[src/rtl/weight_bram_loader_pkg.sv]
// weight_bram_loader_pkg: shared state encoding and lane geometry for the weight BRAM write/read paths
package weight_bram_loader_pkg;
  typedef enum logic [1:0] {IDLE, LOAD, FLUSH, DONE} state_t;
  localparam int NUM_BRAMS_DEF = 16;
  localparam int ADDR_WIDTH_DEF = 11;
  localparam int DW_DEF = 16;
  localparam int IDX_W = $clog2(NUM_BRAMS_DEF);
  function automatic int lane_lo(input int lane, input int width);
    return lane * width;
  endfunction
endpackage

[src/rtl/weight_lane_demux.sv]
// weight_lane_demux: registered one-hot write strobe with per-lane address/data hold registers
module weight_lane_demux
  import weight_bram_loader_pkg::*;
#(
  parameter int DW = DW_DEF,
  parameter int NUM_BRAMS = NUM_BRAMS_DEF,
  parameter int ADDR_WIDTH = ADDR_WIDTH_DEF,
  parameter int IW = IDX_W
) (
  input  logic                            clk,
  input  logic                            rst,
  input  logic                            wr_valid,
  input  logic [IW-1:0]                   lane_idx,
  input  logic [ADDR_WIDTH-1:0]           addr,
  input  logic [DW-1:0]                   data,
  output logic [NUM_BRAMS-1:0]            w_we,
  output logic [NUM_BRAMS*ADDR_WIDTH-1:0] w_addr_wr_flat,
  output logic [NUM_BRAMS*DW-1:0]         w_din_flat
);
  always_ff @(posedge clk)
    if (rst) begin
      w_we <= '0;
      w_addr_wr_flat <= '0;
      w_din_flat <= '0;
    end else begin
      w_we <= wr_valid ? NUM_BRAMS'(1) << lane_idx : '0;
      if (wr_valid) begin
        w_addr_wr_flat[lane_lo(int'(lane_idx), ADDR_WIDTH) +: ADDR_WIDTH] <= addr;
        w_din_flat[lane_lo(int'(lane_idx), DW) +: DW] <= data;
      end
    end
endmodule

[src/rtl/weight_bram_loader.sv]
// weight_bram_loader: spreads a weight word stream round-robin over the BRAM lanes' write ports
module weight_bram_loader
  import weight_bram_loader_pkg::*;
#(
  parameter int DW = DW_DEF,
  parameter int NUM_BRAMS = NUM_BRAMS_DEF,
  parameter int ADDR_WIDTH = ADDR_WIDTH_DEF
) (
  input  logic                                   clk,
  input  logic                                   rst,
  input  logic                                   start,
  input  logic [ADDR_WIDTH-1:0]                  base_addr,
  input  logic [ADDR_WIDTH:0]                    words_per_bram,
  input  logic                                   s_valid,
  output logic                                   s_ready,
  input  logic signed [DW-1:0]                   s_data,
  input  logic                                   s_last,
  output logic [NUM_BRAMS-1:0]                   w_we,
  output logic [NUM_BRAMS*ADDR_WIDTH-1:0]        w_addr_wr_flat,
  output logic signed [NUM_BRAMS*DW-1:0]         w_din_flat,
  output logic                                   busy,
  output logic                                   done,
  output logic                                   err_early_last,
  output logic                                   err_missing_last
);
  localparam int IW = $clog2(NUM_BRAMS);
  localparam logic [ADDR_WIDTH:0] ONE = 1;
  state_t state, state_n;
  logic [IW-1:0] lane_idx;
  logic [ADDR_WIDTH:0] off, wpb_q;
  logic [ADDR_WIDTH-1:0] base_q, wr_addr;
  logic hs, last_lane, final_w;
  assign hs = s_valid & s_ready;
  assign last_lane = lane_idx == IW'(NUM_BRAMS - 1);
  assign final_w = last_lane && off == wpb_q - ONE;
  assign wr_addr = base_q + off[ADDR_WIDTH-1:0];
  always_ff @(posedge clk) state <= rst ? IDLE : state_n;
  always_comb begin
    state_n = state;
    case (state)
      IDLE:    state_n = !start ? IDLE : (words_per_bram == '0 ? DONE : LOAD);
      LOAD:    state_n = hs && (final_w || s_last) ? FLUSH : LOAD;
      FLUSH:   state_n = DONE;
      default: state_n = IDLE;
    endcase
  end
  always_comb begin
    s_ready = state == LOAD;
    busy = state == LOAD || state == FLUSH;
    done = state == DONE;
  end
  always_ff @(posedge clk)
    if (rst) begin
      lane_idx <= '0;
      off <= '0;
      base_q <= '0;
      wpb_q <= '0;
      err_early_last <= 1'b0;
      err_missing_last <= 1'b0;
    end else if (state == IDLE && start) begin
      lane_idx <= '0;
      off <= '0;
      base_q <= base_addr;
      wpb_q <= words_per_bram;
      err_early_last <= 1'b0;
      err_missing_last <= 1'b0;
    end else if (hs) begin
      lane_idx <= lane_idx + 1'b1;
      if (last_lane) off <= off + ONE;
      if (final_w && !s_last) err_missing_last <= 1'b1;
      if (s_last && !final_w) err_early_last <= 1'b1;
    end
  weight_lane_demux #(.DW(DW), .NUM_BRAMS(NUM_BRAMS), .ADDR_WIDTH(ADDR_WIDTH), .IW(IW)) u_demux (
    .clk(clk),
    .rst(rst),
    .wr_valid(hs),
    .lane_idx(lane_idx),
    .addr(wr_addr),
    .data(s_data),
    .w_we(w_we),
    .w_addr_wr_flat(w_addr_wr_flat),
    .w_din_flat(w_din_flat)
  );
endmodule
[config.mk]
export PLATFORM = sky130hd
export DESIGN_NAME = weight_bram_loader
export DESIGN_NICKNAME = d
export VERILOG_FILES = /design/src/rtl/weight_bram_loader_pkg.sv /design/src/rtl/weight_lane_demux.sv /design/src/rtl/weight_bram_loader.sv
export SDC_FILE = /design/constraint.sdc
export NUM_CORES = 1
export LEC_CHECK = 0
export BUFFER_PORTS_ARGS = -buffer_cell sky130_fd_sc_hd__buf_2
export CAP_MARGIN = 20
export CORE_MARGIN = 2
export CORE_UTILIZATION = 40
export CTS_CLUSTER_SIZE = 20
export DETAILED_ROUTE_END_ITERATION = 7
export PLACE_DENSITY = 0.7
export SYNTH_ARGS = -nofsm -noshare
export SYNTH_HDL_FRONTEND = slang
export SYNTH_SLANG_ARGS = --single-unit
[constraint.sdc]
create_clock -name clk -period 6.93 [get_ports clk]
set_input_delay 0 -clock clk [delete_from_list [all_inputs] [get_ports clk]]
set_output_delay 0 -clock clk [all_outputs]
set_load 0.01 [all_outputs]
==> reports/results.txt <==
post-layout util = 51.3%
Setup Fix Bufs, Post-CTS = 0
Slew @ Worst Pin = 1.17 ns
Critical Path Fanout Max = 14
wire length per cell = 21.4 um
Critical Path RT = 7.44 ns
final-report setup violation count = 0
count of different cell masters after synthesis = 66
Hold Crit Class = in -> reg
Syn-to-layout area delta = 26.1%
Core Area = 47,900 um2
Synth Instances = 2,408
Multi-input gate area = 8860 um2
average cell area after synthesis = 8.10 um2
Final WS setup = 3.05 ns
Vert. Die Dim = 225 um
Post-synth EDFFs = 0
CP max-delay cell = nor3_1
Post-Syn Area = 19,500 um2
H-tree levels = 2
worst path arrival time = 4.38 ns
final wirelength = 74,900 um
Power Density = 249 nW/um2
CTS tree = yes
most common library cells after synthesis = dfxtp_1 (491), a21oi_1 (361), nand2_1 (322)
r2r endpoint = u_demux.w_addr_wr_flat[114]
Longest Clk Path Bufs = 3
initial core utilization = 40.7%
die area = 50,600 um2
Crit path max-delay family = simple AND/OR/NAND/NOR gates
fill cell count = 4,478
largest net degree at the start of global routing = 257
YS warnings = 0
max_cap viols = 0
Nets = 2,915
Seq. cell area = 9830 um2
Most used DFF post-synth = dfxtp_1
main area contributors after synthesis = dfxtp_1 (50%), a21oi_1 (9.3%), nand2_1 (6.2%)
number of antenna violations at the first check in global routing = 1
Port Buf Inserts = 496
share of cells above drive strength 1 = 22.1%
Num CTS Buffers = 51
DP Worst Slack = 2.81 ns
cell row count = 80
first-pass GRT wire length = 110,000 um
via count = 19,700
Hold-fix buffers, CTS = 63
Clock transition at path regs = 0.06 ns
hold endpoint = wpb_q[2]
Slew headroom = 22.3%
Async SR Flop Fraction = 0%
Via density = 5.65
Setup crit end kind = flop
RSZ-0062 raised after global routing = no
width of the die = 225 um
Startpoint Class = flop
DRT antenna net count = 0
final worst path period share = 55.9%
cell taking the most area after synthesis = dfxtp_1
Root Buffer = clkbuf_16
initial DRC count = 1,848
DR pass1 iterations = 6
reg2reg start = lane_idx[0]
CTS sink cnt = 491
later-pin clock latency in the skew report = 0.60 ns
Synth top area share = 50.4%
VDD IR-drop max = 0.000239 V
FF-to-FF path depth = 7
dpl hpwl = 51,800 um
Max Fclk = 0.258 GHz
Top Ports = 497
status = finished clean
Worst path max stage delay = 0.81 ns
final hold vios = 0
LEAKAGE = 10.2 nW
top-count cell post-synth = dfxtp_1
max-slew violations = 0
crit path kind = reg -> reg
CP cell instances = inv_1, ha_1, nor2b_1, nand2_1, nor3_1, mux2i_1, nor2_1
Hold Crit Depth = 4
Clock Skews = 0.0126 ns
GP Congestion = 0.898
Resize count post-CTS = 0
setup TNS = 0 ns
register bit count reported by yosys = 491
Hold Path Origin = start
post-synthesis sequential area ratio = 50.4%
Final min period = 3.88 ns
syn nets = 2,479
Buf+Inv Stages, Crit Path = 1
gr ovfl total = 0
FF-to-FF setup slack = 3.05 ns
GRT Overall Usage = 28.4%
DRC = 0
vias in the first global route = 18,300
## cells in the final DEF, fill, tap and decap left out, drive strengths merged, types with 10 or more instances in the layout
master,Yosys,final
inv,15,16
a211oi,12,12
xor2,11,11
clkbuf,181,71
nand2,322,322
nor3,164,164
nor2,310,310
mux2i,11,11
nand3b,73,73
buf,23,524
nand2b,10,10
clkinv,0,12
dlygate4sd3,0,63
a21oi,361,361
nand4,10,10
and3,14,14
o31ai,12,12
o311ai,28,28
o21ai,47,47
xnor2,21,21
nand3,176,176
and2,15,15
a22oi,11,11
dfxtp,491,491
ha,26,26
## state kept, by name, indices dropped and copies added (netlist names)
register and flops:
u_demux.w_we 16, lane_idx 4, u_demux.w_din_flat 256, state 2, wpb_q 12, u_demux.w_addr_wr_flat 176
base_q 11, off 12, err_early_last 1, err_missing_last 1
## metrics by stage
stage | power, mW | instances | hold slack (ns) | cell area [um2]
final | 6.12 | 3496 | 0.211 | 24600
after detailed placement | 3.31 | 3339 | 0.249 | 22200
after CTS | 6.14 | 3491 | 0.190 | 24600
after global placement | 3.29 | 3332 | 0.247 | 22200
after floorplan | 3.17 | 2408 | 0.136 | 19500
after global routing | 6.30 | 3495 | 0.259 | 24600
## report_power, final
| group | leakage, nW | internal, mW | switching, mW |
|---|---|---|---|
| registers | 3.96 | 2.84 | 0.0219 |
| logic | 5.34 | 0.129 | 0.293 |
| clock network | 0.861 | 1.67 | 1.16 |
| total | 10.2 | 4.65 | 1.47 |
## worst reg2reg max path, stage by stage (launching register included)
cell and delay (ns):
dfxtp_1 0.64, inv_1 0.20, ha_1 0.49, nor2b_1 0.71
nand2_1 0.65, nor3_1 0.82, mux2i_1 0.15, nor2_1 0.13
## logic make-up (layout without fill, tap and decap cells)
group,Yosys count,after routing,synth area share [%]
muxes,11,11,0.564
adders and majority gates,27,27,1.77
buffers and inverters,219,691,4.42
other,0,1,0
and+or+nand+nor,1137,1137,27.1
xor gates and xnor gates,32,32,1.47
AOI/OAI and AO/OA,491,491,14.3
DFF,491,491,50.4
## worst max path at each step
| stage | start | end | slack, ns | cells after the start |
|---|---|---|---|---|
| floorplan | lane_idx[1] | u_demux.w_din_flat[86] | 4.47 | 11 |
| detailed placement | lane_idx[0] | u_demux.w_din_flat[89] | 2.81 | 10 |
| CTS | lane_idx[0] | u_demux.w_din_flat[89] | 2.79 | 10 |
| global route | lane_idx[0] | u_demux.w_addr_wr_flat[158] | 2.77 | 7 |
| global placement | lane_idx[0] | u_demux.w_din_flat[86] | 3.05 | 10 |
| finish | lane_idx[0] | u_demux.w_addr_wr_flat[114] | 3.05 | 7 |
## per-layer routing
layer	up-vias	GRT usage, %	wire (um)
li1	9133	-	-
met1	9336	35.5	29300
met2	1073	45.9	34500
met3	194	7.54	7680
met4	0	12.5	3390
met5	-	0	0
## cell type report
class                      instances  area share [%]
sequential                       491            39.9
multi-input combinational       1698            36.0
timing repair buffer             587            13.7
clock buffer                      71            6.19
tap                              615            3.13
clock inverter                    18           0.798
inverter                          15           0.229
antenna                            1          0.0102
Power figures use the tool's default switching activity.
